$ cat config.mk
export PLATFORM = sky130hd
export DESIGN_NAME = im_loader
export DESIGN_NICKNAME = d
export VERILOG_FILES = /design/src/rtl/im_loader_pkg.sv /design/src/rtl/im_loader_byte_packer.sv /design/src/rtl/im_loader.sv
export SDC_FILE = /design/constraint.sdc
export NUM_CORES = 1
export LEC_CHECK = 0
export CELL_PAD_IN_SITES_DETAIL_PLACEMENT = 0
export CELL_PAD_IN_SITES_GLOBAL_PLACEMENT = 2
export CORE_MARGIN = 4
export CORE_UTILIZATION = 27
export CTS_BUF_LIST = sky130_fd_sc_hd__clkbuf_4 sky130_fd_sc_hd__clkbuf_8 sky130_fd_sc_hd__clkbuf_16
export DETAILED_ROUTE_END_ITERATION = 10
export GPL_ROUTABILITY_DRIVEN = 0
export HOLD_SLACK_MARGIN = 0.12
export MAX_ROUTING_LAYER = met4
export PLACE_DENSITY_LB_ADDON = 0.1
export SETUP_SLACK_MARGIN = 0.5
export SYNTH_ARGS = -nofsm -noshare
export SYNTH_HDL_FRONTEND = slang
export SYNTH_SLANG_ARGS = --single-unit
$ cat constraint.sdc
create_clock -name clk -period 2.4 [get_ports clk]
set_input_delay 0.24 -clock clk [delete_from_list [all_inputs] [get_ports clk]]
set_output_delay 0.24 -clock clk [all_outputs]
set_load 0.01 [all_outputs]
$ cat src/rtl/im_loader_pkg.sv
// Shared constants and state encoding for the instruction-memory loader
// and the instruction store it feeds.
package im_loader_pkg;

   localparam int unsigned WORD_W = 32;
   localparam int unsigned BYTE_W = 8;
   localparam int unsigned IDX_W  = 13;

   localparam logic [WORD_W-1:0] DEFAULT_BASE_ADDR = 32'h0000_3000;
   localparam int unsigned       DEFAULT_DEPTH     = 4096;

   typedef enum logic [1:0] {
      ST_IDLE = 2'd0,
      ST_LOAD = 2'd1,
      ST_DONE = 2'd2
   } state_t;

endpackage

$ cat src/rtl/im_loader_byte_packer.sv
// Packs accepted bytes MSB-first into 32-bit words; flags the 4th byte of
// each word combinationally so the loader can register the write.
module byte_packer
   import im_loader_pkg::*;
(
   input  logic              clk,
   input  logic              reset_n,
   input  logic              clear,
   input  logic              accept,
   input  logic [BYTE_W-1:0] in_byte,
   output logic              word_done_c,
   output logic [WORD_W-1:0] word_c
);

   logic [1:0]  cnt;
   logic [23:0] shreg;

   always_ff @(posedge clk) begin
      if (!reset_n || clear) begin
         cnt   <= 2'd0;
         shreg <= 24'd0;
      end else if (accept) begin
         cnt   <= cnt + 2'd1;
         shreg <= {shreg[15:0], in_byte};
      end
   end

   assign word_done_c = accept && (cnt == 2'd3);
   assign word_c      = {shreg, in_byte};

endmodule

$ cat src/rtl/im_loader.sv
// Byte-stream program loader: packs bytes into big-endian words and writes
// them to consecutive word addresses from BASE_ADDR.
module im_loader
   import im_loader_pkg::*;
#(
   parameter logic [WORD_W-1:0] BASE_ADDR = DEFAULT_BASE_ADDR,
   parameter int unsigned       DEPTH     = DEFAULT_DEPTH
) (
   input  logic              clk,
   input  logic              reset_n,
   input  logic              start,
   input  logic [IDX_W-1:0]  num_words,
   input  logic              in_valid,
   input  logic [BYTE_W-1:0] in_byte,
   output logic              in_ready,
   output logic              we,
   output logic [WORD_W-1:0] waddr,
   output logic [WORD_W-1:0] wdata,
   output logic              busy,
   output logic              done,
   output logic              err
);

   state_t             state;
   logic [IDX_W-1:0]   count;
   logic [IDX_W-1:0]   idx;
   logic               accept_c;
   logic               start_ok_c;
   logic               word_done_c;
   logic [WORD_W-1:0]  word_c;

   assign accept_c   = in_valid && in_ready;
   assign start_ok_c = start && ((state == ST_IDLE) || (state == ST_DONE));

   byte_packer u_packer (
      .clk         (clk),
      .reset_n     (reset_n),
      .clear       (start_ok_c),
      .accept      (accept_c),
      .in_byte     (in_byte),
      .word_done_c (word_done_c),
      .word_c      (word_c)
   );

   always_ff @(posedge clk) begin
      if (!reset_n) begin
         state    <= ST_IDLE;
         in_ready <= 1'b0;
         we       <= 1'b0;
         waddr    <= '0;
         wdata    <= '0;
         busy     <= 1'b0;
         done     <= 1'b0;
         err      <= 1'b0;
         count    <= '0;
         idx      <= '0;
      end else begin
         we <= 1'b0;
         case (state)
            ST_IDLE, ST_DONE: begin
               if (start_ok_c) begin
                  if (num_words == '0) begin
                     state <= ST_DONE;
                     done  <= 1'b1;
                     err   <= 1'b0;
                  end else if (32'(num_words) > DEPTH) begin
                     state <= ST_DONE;
                     done  <= 1'b1;
                     err   <= 1'b1;
                  end else begin
                     state    <= ST_LOAD;
                     in_ready <= 1'b1;
                     busy     <= 1'b1;
                     done     <= 1'b0;
                     err      <= 1'b0;
                     count    <= num_words;
                     idx      <= '0;
                  end
               end
            end
            ST_LOAD: begin
               if (word_done_c) begin
                  we    <= 1'b1;
                  wdata <= word_c;
                  waddr <= BASE_ADDR + 32'({idx, 2'b00});
                  idx   <= idx + 13'd1;
                  // Last word: leave LOAD on the same edge that takes its final byte.
                  if (idx == 13'(count - 13'd1)) begin
                     state    <= ST_DONE;
                     in_ready <= 1'b0;
                     busy     <= 1'b0;
                     done     <= 1'b1;
                  end
               end
            end
            default: begin
               state    <= ST_IDLE;
               in_ready <= 1'b0;
               busy     <= 1'b0;
               done     <= 1'b0;
            end
         endcase
      end
   end

endmodule

# Yosys cells after proc, flatten, opt, wreduce, memory -nomap -nowiden
# Index checks and enable logic that the tools add are counted.
[totals] ff_bits=122 in_bits=25 out_inout_bits=69 wordCells=69
[op_classes] add_sub_neg=4 order_cmp=1 eq_ne=9 mux=25 bitwise_logic=2 n_reduce_logical=17
[ops] cell="$mux W13" count=4
[ops] cell="$pmux W13 S2" count=1
[ops] cell="$add A14 B15 Y16 const A" count=1
[ops] cell="$add A13 B1 Y13 const B" count=1
[ops] cell="$eq A13 B13 Y1" count=1
[ops] cell="$gt A13 B13 Y1 const B" count=1
[ops] cell="$logic_not A13 Y1" count=1
[ops] cell="$sub A13 B1 Y13 const B" count=1
[ops] cell="$mux W1" count=12
[ops] cell="$mux W2" count=5
[ops] cell="$reduce_and A5 Y1" count=2
[ops] cell="$ne A2 B2 Y1 const B" count=3
[ops] cell="$reduce_and A2 Y1" count=3
[ops] cell="$eq A2 B2 Y1 const B" count=2
[ops] cell="$ne A2 B1 Y1 const B" count=2
[ops] cell="$pmux W1 S2" count=2
[ops] cell="$pmux W2 S2" count=1
[ops] cell="$reduce_and A4 Y1" count=1
[ops] cell="$logic_and A1 B1 Y1" count=3
[ops] cell="$reduce_and A3 Y1" count=1
[ops] cell="$add A2 B1 Y2 const B" count=1
[ops] cell="$eq A2 B1 Y1 const B" count=1
[ops] cell="$logic_not A2 Y1" count=1
[ops] cell="$logic_or A1 B1 Y1" count=2
[ops] cell="other kinds (4)" count=5

# Logic depth before layout (Yosys ltp)
# Gate-level depths: netlist of the first run.
[logic_depth] depth_word=5 depth_mapped=10 mapped_depth_nobuf=8

# Modules after synthesis
# Synthesis of the first run repeated with hierarchy kept, for this count alone.
[hier_totals] hier_cells=537 hier_area_um2=4638.2
[by_module_without_submodules] mod="im_loader" instances=1 cells_per_inst=442 area_each_um2=3590.9 seq_area_each_um2=1561.5
[by_module_without_submodules] mod="byte_packer" instances=1 cells_per_inst=95 area_each_um2=1047.3 seq_area_each_um2=520.5

# Least setup slack after synthesis of the first run
# OpenSTA, ideal clock, no wires.
[synth_path] kind="register to register" startpoint="register count[0]" endpoint="register state[0]" setup_time_ns=0.129 t_arrival_ns=2.153 required_time_ns=2.271 path_slack_ns=0.119 stages_incl_launch_ff=11 path_buffers=2 synth_period_minus_slack_ns=2.281 path_cell_list="dfxtp_1 > clkbuf_1 > inv_1 > ha_1 > buf_2 > or3b_2 > nor2_1 > xnor2_1 > o211ai_2 > a2111oi_4 > o21ai_1"
[synth_via] elab_chain_len=4
[synth_rtl] element="start, declared" line="im_loader.sv:25" source="logic [IDX_W-1:0] count;"
[synth_rtl] element="start signal, assigned" line="im_loader.sv:76" source="count <= num_words;"
[synth_rtl] element="$sub A13 B1 Y13" line="im_loader.sv:88" source="if (idx == 13'(count - 13'd1)) begin"
[synth_rtl] element="$eq A13 B13 Y1" line="im_loader.sv:88"
[synth_rtl] element="$ne A2 B2 Y1 (no source line)"
[synth_rtl] element="$reduce_and A3 Y1 (no source line)"
[synth_rtl] element="end signal, assigned" line="im_loader.sv:71" source="state <= ST_LOAD;"
[synth_rtl] element="end signal, assigned" line="im_loader.sv:89" source="state <= ST_DONE;"
[synth_rtl] element="end signal, assigned" line="im_loader.sv:97" source="state <= ST_IDLE;"
[synth_rtl] element="end, declared" line="im_loader.sv:24" source="state_t state;"
# No other way between the ends.
# A chain may end at the register's enable or synchronous reset.

# Final worst setup path of the first run
[layout_path] startpoint="register count[2]" endpoint="register state[1]"
# The elaborated chain is that of the path after synthesis.

==> results of run 1 <==
## metrics by stage
| step | instance area [sq um] | power [uW] | hold WS, ns | util (%) |
|---|---|---|---|---|
| after floorplan | 4780 | 2060 | 0.376 | - |
| after global placement | 5690 | 2170 | 0.447 | 33.9 |
| after detailed placement | 5690 | 2170 | 0.452 | 33.9 |
| after CTS | 6090 | 3750 | 0.463 | 36.3 |
| after global routing | 6280 | 3890 | 0.190 | 37.5 |
| final | 6280 | 3720 | 0.202 | 37.5 |
## final cells by class
type / count / share of cell area, %
Multi-Input combinational cell: 403 / 39.6
Sequential cell: 104 / 33.3
Timing Repair Buffer: 110 / 17.3
Tap cell: 220 / 4.38
Clock buffer: 10 / 3.80
Clock inverter: 6 / 1.08
Inverter: 7 / 0.458
## routing by layer
metal	global-route usage, %	wire [um]
met2	20.7	5890
met4	2.94	121
met3	4.01	569
met1	18.4	6520
met5	-	0
## registers in the layout, summed over array words and instances, names as in the netlist
name / cells
wdata: 32
u_packer.shreg: 24
waddr: 14
count: 13
idx: 13
state: 2
u_packer.cnt: 2
busy: 1
done: 1
err: 1
we: 1
## cells in the final DEF (no fill, tap or decap), types with 6 or more instances in the layout
| master | instances |
|---|---|
| nand2_1 | 151 |
| dfxtp_1 | 99 |
| clkdlybuf4s50_1 | 68 |
| a21boi_0 | 43 |
| a21oi_1 | 28 |
| buf_4 | 26 |
| nor2b_1 | 18 |
| nor2_1 | 18 |
| conb_1 | 18 |
| xnor2_1 | 17 |
| mux2i_1 | 14 |
| xor2_1 | 12 |
| clkbuf_16 | 10 |
| o211ai_1 | 9 |
| inv_1 | 6 |
| and2_1 | 6 |
| dlymetal6s2s_1 | 6 |
| buf_6 | 6 |
## worst paths after layout
kind / startpoint / end / slack (ns) / cells past startpoint
worst max-delay path: count[2] / state[1] / 0.35 / 6
worst min-delay path: num_words[0] / count[0] / 0.20 / 3
worst max register to register: count[2] / state[1] / 0.35 / 6
worst min register to register: waddr[6] / waddr[6] / 0.46 / 2
## what timing repair did
| action | in CTS | in global routing |
|---|---|---|
| buffers inserted | 6 | 5 |
| gates cloned | 0 | 1 |
| pin swaps | 12 | 15 |
| gates resized for setup | 13 | 26 |
| setup endpoints to repair | 25 | 34 |
## critical path: cells and delay by family (launching register included)
family,cells,cell delay [ns]
AOI/OAI and AO/OA,3,0.89
DFF,1,0.37
and+or+nand+nor,3,0.75
## cell families after synthesis
family                     Yosys count
AOI/OAI and AO/OA                  107
xor gates and xnor gates            30
adders and majority gates            5
buffers and inverters               63
DFF                                104
muxes                               14
other                                1
and+or+nand+nor                    229
## power groups by stage
| stage | logic [uW] | registers [uW] | clock network (uW) |
|---|---|---|---|
| after CTS | 384 | 1770 | 1600 |
| final | 415 | 1770 | 1530 |
| after global routing | 449 | 1780 | 1660 |
| after global placement | 359 | 1820 | 0 |
| after floorplan | 262 | 1800 | 0 |
| after detailed placement | 357 | 1820 | 0 |
==> results.json, run 1 <==
{
  "outcome": "completed",
  "drtIter0Drc": 199,
  "netlist_area_sq_um": 4670,
  "ys_types": 50,
  "period_share_pct": 85.6,
  "fmax_mhz": 487,
  "max_stage_delay_ns": 0.57,
  "multiInputGateArea_sq_um": 2490,
  "num_rows": 47,
  "first_pass_iters": 4,
  "critPathCaptureType": "register",
  "detail-route-antenna-nets": 0,
  "slew_headroom_pct": 49.6,
  "maxCapViolCount": 0,
  "place_ws_ns": 0.00879,
  "crit_slowest_cell": "or4_4",
  "p_leak_uw": 0.00219,
  "portBuffers": 75,
  "syn-instance-count": 553,
  "synth_area_per_cell_sq_um": 8.45,
  "post_drt_wl_per_cell_um": 15.2,
  "pwr-share-seq_pct": 47.7,
  "hold_viol_final": 0,
  "grt_use_total_pct": 13.7,
  "grt_pass1_wl_um": 20900,
  "ys_seq_elements": 104,
  "synth_seq_area_share_pct": 44.6,
  "synthMuxAreaShare_pct": 3.00,
  "dp_cells": 832,
  "netSwitchingFraction_pct": 24.9,
  "die_y_um": 140,
  "p_per_area_nw_per_um2": 593,
  "crit_chain": "or4_4, nor2_4, nand3_1, o22a_1, a2111oi_4, a32o_1",
  "fp.dieW_um": 140,
  "worstPathMaxFanout": 4,
  "start_util_pct": 27.9,
  "start_kind": "register",
  "yosysTopAreaCell": "dfxtp_1",
  "fill_cells": 1747,
  "cts_made_buffers": 9,
  "peakVddDrop_uv": 324,
  "route.detailed.drc": 0,
  "cts_htree_levels": 3,
  "yosysMostFrequentCell": "nand2_1",
  "min_path_type": "input pin to register",
  "grt_pass1_vias": 3878,
  "synth_top_family_by_area": "simple AND/OR/NAND/NOR gates",
  "clock_skew_ns": 0.00965,
  "combPwrFrac_pct": 11.1,
  "stdcell_count": 860,
  "synth_ff_type": "dfxtp_1",
  "synthXorXnorAreaFrac_pct": 5.63,
  "io_pins": 94,
  "p_clk_share_pct": 41.2,
  "holdBufCountCts": 0,
  "grt_setup_unrepaired": "yes",
  "grt_max_degree": 41,
  "cts_tree": "yes",
  "clk_latency_ns": 0.35,
  "seq_area_sq_um": 2090,
  "synth_compound_area_share_pct": 16.3,
  "drive_above_1_share_pct": 13.1,
  "netlist_top_cells_area": "dfxtp_1, nand2_1, a21boi_0",
  "root_buffer": "clkbuf_16",
  "totalWireLength_um": 13100,
  "synth_fa_ha_area_share_pct": 1.34,
  "clkSinkCount": 104,
  "area_growth_pct": 34.5,
  "p_switching_uw": 926,
  "tightest_slew_ns": 0.757,
  "yosysWarnings": 0,
  "finalSetupViolations": 0,
  "p_int_uw": 2800,
  "n_antenna_cell": 0,
  "fin_tns_setup_ns": 0,
  "coreArea_sq_um": 16800,
  "synthSimpleGateAreaFrac_pct": 22.2,
  "ys_async_sr_fraction_pct": 0,
  "fin_nets": 665,
  "worst_ep_arrival_time_ns": 2.35,
  "finalWorstSetupSlack_ns": 0.346,
  "yosysTopAreaCellShare_pct": 44.6,
  "cp.required_ns": 2.69,
  "setup.worst_path.class": "register to register",
  "dieArea_sq_um": 19500,
  "synth_edf_count": 0,
  "maxSlewViolCount": 0,
  "cts.clk_slew.worst_paths_ns": 0.07,
  "clock_path_buffers": 2,
  "synth_common_cells": "nand2_1, dfxtp_1, a21boi_0",
  "antenna_found_initial": 0,
  "vias": 3911,
  "vias_per_cell": 4.55,
  "period_needed_ns": 2.05,
  "grt-ovfl-total": 0,
  "hpwl_um": 9140
}
No activity file was read; power rests on OpenSTA's default activity.
==> inputs of run 2 (changes only) <==
--- a/config.mk
+++ b/config.mk
@@ -19,3 +19,4 @@
 export SYNTH_ARGS = -nofsm -noshare
 export SYNTH_HDL_FRONTEND = slang
 export SYNTH_SLANG_ARGS = --single-unit
+export TNS_END_PERCENT = 1
==> run 2 against run 1 <==
Cell count fell by 0.81%. Sequential cell count unchanged. Design area fell by 3.8%.
==> results.json, run 2 (synthesis results as in run 1) <==
{
  "outcome": "completed",
  "clkSinkCount": 104,
  "routed.top_layer": "met4",
  "r2r-start": "count[2]",
  "grt_use_total_pct": 13.6,
  "portBuffers": 75,
  "io_pins": 94,
  "die_y_um": 140,
  "holdPathStages": 2,
  "finalWorstSetupSlack_ns": 0.401,
  "met1Wirelength_um": 6410,
  "crit_chain": "or4_4, nor2_4, nand3_1, o22a_1, a2111oi_4, a32o_1",
  "crit_family": "compound AO/OA/AOI/OAI gates",
  "fin_nets": 658,
  "largestRegisters": "wdata (32), u_packer.shreg (24), waddr (14)",
  "critPathCaptureType": "register",
  "met2_length_um": 5640,
  "fmax_mhz": 500,
  "detail-route-antenna-nets": 0,
  "tightest_slew_ns": 0.727,
  "clk_latency_ns": 0.34,
  "max_stage_delay_ns": 0.58,
  "place_ws_ns": -0.0222,
  "slew_headroom_pct": 51.5,
  "p_clk_share_pct": 39.6,
  "coreArea_sq_um": 16800,
  "grt_setup_unrepaired": "yes",
  "largest_reg_flops": 32,
  "area_growth_pct": 29.4,
  "period_needed_ns": 2.00,
  "wl_met3_um": 556,
  "drive_above_1_share_pct": 10.6,
  "worst_ep_arrival_time_ns": 2.29,
  "finalSetupViolations": 0,
  "n_antenna_cell": 0,
  "netSwitchingFraction_pct": 25.6,
  "first_pass_iters": 4,
  "regMostFlops": "wdata",
  "dieArea_sq_um": 19500,
  "grt_max_degree": 44,
  "hpwl_um": 9120,
  "cts_htree_levels": 3,
  "p_per_area_nw_per_um2": 589,
  "drtIter0Drc": 221,
  "grt_pass1_wl_um": 20800,
  "num_rows": 47,
  "final_common_cell": "nand2_1",
  "clock_path_buffers": 2,
  "grt-ovfl-total": 0,
  "peakVddDrop_uv": 312,
  "route.detailed.drc": 0,
  "p_switching_uw": 910,
  "root_buffer": "clkbuf_16",
  "fill_cells": 1766,
  "critPathBufInv": 0,
  "maxSlewViolCount": 0,
  "whs_ns": 0.456,
  "antenna_found_initial": 0,
  "holdBufCountCts": 0,
  "vias": 3849,
  "fp.dieW_um": 140,
  "p_leak_uw": 0.00207,
  "maxCapViolCount": 0,
  "crit_slowest_cell": "or4_4",
  "cts_tree": "yes",
  "hold_viol_final": 0,
  "period_share_pct": 83.3,
  "r2r_end": "state[1]",
  "clock_skew_ns": 0.00754,
  "combPwrFrac_pct": 10.6,
  "cts.clk_slew.worst_paths_ns": 0.07,
  "totalWireLength_um": 12700,
  "cp.required_ns": 2.69,
  "start_util_pct": 27.9,
  "rrSetupSlack_ns": 0.40,
  "vias_per_cell": 4.51,
  "setup.worst_path.class": "register to register",
  "cp-startpoint": "count[2]",
  "layout_common_cells": "nand2_1, dfxtp_1, clkdlybuf4s50_1",
  "grt_pass1_vias": 3811,
  "holdPathEnd": "u_packer.shreg[21]",
  "pwr-share-seq_pct": 49.9,
  "r2r_cells": 6,
  "dpl_cell_area_sq_um": 5690,
  "final_cell_area_sq_um": 6040,
  "start_kind": "register",
  "worstPathMaxFanout": 4,
  "worstHoldStart": "u_packer.shreg[21]",
  "p_int_uw": 2650,
  "cts_made_buffers": 9,
  "post_drt_wl_per_cell_um": 14.9,
  "min_path_type": "register to register"
}
run 2: metrics by stage:
stage / std cells / power, uW / util (%) / setup TNS [ns]
after global routing: 853 / 3730 / 36.1 / 0
after global placement: 833 / 2180 / 34.0 / 0
final: 853 / 3560 / 36.1 / 0
after CTS: 853 / 3630 / 36.1 / 0
after detailed placement: 833 / 2170 / 34.0 / -0.0222
after floorplan: 570 / 2060 / - / 0
run 2: tightest hold or removal path: cells and delay by family, from the launching register on:
| kind | cells | cell delay, ns |
|---|---|---|
| AND/OR/NAND/NOR | 1 | 0.05 |
| flip-flops | 1 | 0.31 |
| AO/OA/AOI/OAI | 1 | 0.05 |
run 2: final cells by class:
cell class / instances / area [sq um] / area share [%]
Timing Repair Buffer: 103 / 972 / 16.1
Clock buffer: 9 / 225 / 3.73
Sequential cell: 104 / 2090 / 34.6
Multi-Input combinational cell: 403 / 2400 / 39.7
Inverter: 7 / 28.8 / 0.476
Clock inverter: 7 / 53.8 / 0.890
Tap cell: 220 / 275 / 4.55
run 2: metal layers:
| layer | global-route usage (%) | vias up |
|---|---|---|
| li1 | - | 1957 |
| met1 | 18.4 | 1809 |
| met2 | 20.3 | 76 |
| met3 | 2.78 | 7 |
| met4 | 4.69 | 0 |
| met5 | - | - |
run 2: timing repair:
action                     4_1_cts  5_1_grt
setup endpoints to repair       27       54
gates resized for setup         11        0
buffers inserted                 4        0
pin swaps                        9        2
run 2: worst max path at each step:
stage               slack, ns  cells after the start       end
global route             0.27                      8      busy
detailed placement      -0.02                      8    idx[9]
finish                   0.40                      6  state[1]
global placement         0.04                      8    idx[9]
floorplan                0.36                     10      busy
CTS                      0.39                      8  state[1]
run 2: power groups by stage:
stage                     sequential (uW)  combinational (uW)  clock [uW]
final                                1770                 376        1410
after detailed placement             1820                 359           0
after global routing                 1780                 413        1530
after floorplan                      1800                 262           0
after global placement               1820                 360           0
after CTS                            1770                 379        1480
==> inputs of run 3 (changes only) <==
--- a/config.mk
+++ b/config.mk
@@ -8,7 +8,7 @@
 export CELL_PAD_IN_SITES_DETAIL_PLACEMENT = 0
 export CELL_PAD_IN_SITES_GLOBAL_PLACEMENT = 2
 export CORE_MARGIN = 4
-export CORE_UTILIZATION = 27
+export CORE_UTILIZATION = 30
 export CTS_BUF_LIST = sky130_fd_sc_hd__clkbuf_4 sky130_fd_sc_hd__clkbuf_8 sky130_fd_sc_hd__clkbuf_16
 export DETAILED_ROUTE_END_ITERATION = 10
 export GPL_ROUTABILITY_DRIVEN = 0
==> constraint.sdc (replaced) <==
create_clock -name clk -period 1.89 [get_ports clk]
set_input_delay 0.189 -clock clk [delete_from_list [all_inputs] [get_ports clk]]
set_output_delay 0.189 -clock clk [all_outputs]
set_load 0.01 [all_outputs]
==> run 3 against run 2 <==
The run now ends with setup timing left. Wire length is 1.1% higher. Sequential power is 27% higher. Setup slack worse by 0.56 ns. First-iteration DRC count is 23% lower. Clock skew hardly changed. Die area is 9.4% lower.
==> results.json, run 3 (synthesis results as in run 1) <==
{
  "outcome": "finished, violations left",
  "violations": "setup timing",
  "largestRegisters": "wdata (32), u_packer.shreg (24), waddr (14)",
  "die_y_um": 133,
  "grt_setup_unrepaired": "yes",
  "worstPathMaxFanout": 5,
  "post_drt_wl_per_cell_um": 15.0,
  "clock_path_buffers": 2,
  "crit_top_cell": "buf_4",
  "critPathCaptureType": "register",
  "netSwitchingFraction_pct": 24.3,
  "grt_pass1_vias": 3949,
  "vias_per_cell": 4.68,
  "period_share_pct": 108,
  "drtIter0Drc": 171,
  "root_buffer": "clkbuf_16",
  "area_growth_pct": 38.5,
  "holdBufCountCts": 0,
  "num_rows": 45,
  "hpwl_um": 9370,
  "final_common_cell": "nand2_1",
  "start_util_pct": 30.7,
  "p_clk_share_pct": 39.6,
  "cp.required_ns": 2.13,
  "grt_max_degree": 30,
  "pwr-share-seq_pct": 48.0,
  "crit_slowest_cell": "nor4_4",
  "regMostFlops": "wdata",
  "combPwrFrac_pct": 12.3,
  "fp.dieW_um": 133,
  "grt_pass1_wl_um": 20900,
  "clkSinkCount": 104,
  "grt_use_total_pct": 15.2,
  "largest_reg_flops": 32,
  "setup.worst_path.class": "register to register",
  "layout_common_cells": "nand2_1, dfxtp_1, dlygate4sd2_1",
  "crit_chain": "buf_4, nor4_4, a21oi_1, a211oi_1, o22a_1, a2111oi_4, buf_4, o31a_1",
  "start_kind": "register",
  "dp_cells": 843,
  "power_uw": 4670,
  "maxSlewViolCount": 0,
  "finalSetupViolations": 4,
  "portBuffers": 75,
  "totalWireLength_um": 12900,
  "drive_above_1_share_pct": 20.1,
  "p_leak_uw": 0.00258,
  "worst_ep_arrival_time_ns": 2.28,
  "cts_tree": "yes",
  "grt-ovfl-total": 0,
  "n_antenna_cell": 0,
  "hold_viol_final": 0,
  "stdcell_count": 859,
  "antenna_found_initial": 0,
  "coreArea_sq_um": 15200,
  "finalWorstSetupSlack_ns": -0.154,
  "p_int_uw": 3530,
  "cts_htree_levels": 3,
  "p_switching_uw": 1130,
  "vias": 4022,
  "peakVddDrop_uv": 420,
  "maxCapViolCount": 0,
  "min_path_type": "input pin to register",
  "first_pass_iters": 4,
  "period_needed_ns": 2.04,
  "clock_skew_ns": 0.00720,
  "p_per_area_nw_per_um2": 722,
  "io_pins": 94,
  "detail-route-antenna-nets": 0,
  "fill_cells": 1551,
  "max_stage_delay_ns": 0.39,
  "cts_setup_buffers": 0,
  "cts.clk_slew.worst_paths_ns": 0.07,
  "dieArea_sq_um": 17600,
  "fmax_mhz": 489,
  "fin_nets": 696,
  "cts_made_buffers": 9,
  "clk_latency_ns": 0.35,
  "route.detailed.drc": 0
}
-- run 3: path summary, 6_finish.rpt --
check	startpoint	endpoint	slack, ns	cells after the start
setup reg to reg	count[2]	done	-0.15	8
setup / recovery	count[2]	done	-0.15	8
hold reg to reg	u_packer.shreg[21]	u_packer.shreg[21]	0.46	2
hold / removal	num_words[0]	count[0]	0.21	4
-- run 3: final cells by class --
type                       instances  area, sq um  area share [%]
clock buffer                      14          282            4.35
clock inverter                     2         12.5           0.193
inverter                           7         28.8           0.445
multi-input combinational        403         2550            39.5
sequential                       104         2090            32.4
tap                              188          235            3.64
timing repair buffer             141         1260            19.6
-- run 3: layer usage --
| metal | vias to the layer above | wire (um) | track usage [%] |
|---|---|---|---|
| li1 | 2037 | - | - |
| met1 | 1902 | 6390 | 20.9 |
| met2 | 74 | 5680 | 22.7 |
| met3 | 9 | 680 | 3.92 |
| met4 | 0 | 119 | 3.29 |
| met5 | - | 0 | - |
-- run 3: worst max-delay path, delay by kind of cell, from the launching register on --
kind	cells	cell delay, ns
AO/OA/AOI/OAI	5	0.92
buffers and inverters	2	0.30
flip-flops	1	0.33
AND/OR/NAND/NOR	1	0.39
-- run 3: stage by stage --
step           setup slack, ns  area, sq um  setup TNS, ns  hold slack (ns)  utilization (%)
2_1_floorplan           -0.148         4780         -0.541            0.325                -
3_3_place_gp            -0.288         6010          -7.34            0.445             39.5
3_5_place_dp            -0.417         6010         -11.00            0.448             39.5
4_1_cts                 -0.146         6430         -0.560            0.294             42.3
5_1_grt                 -0.258         6470         -0.977            0.238             42.6
6_report                -0.154         6470         -0.548            0.215             42.6
-- run 3: power groups by stage --
stage / registers [uW] / logic, uW / clock network (uW)
after floorplan: 2290 / 333 / 0
after global placement: 2290 / 537 / 0
after detailed placement: 2290 / 536 / 0
after CTS: 2240 / 569 / 1930
after global routing: 2250 / 624 / 2020
final: 2240 / 575 / 1850
-- run 3: what timing repair did --
item / 4_1_cts / 5_1_grt
endpoints found under the setup margin: 127 / 74
gates resized for setup: 113 / 22
pin swaps: 28 / 29
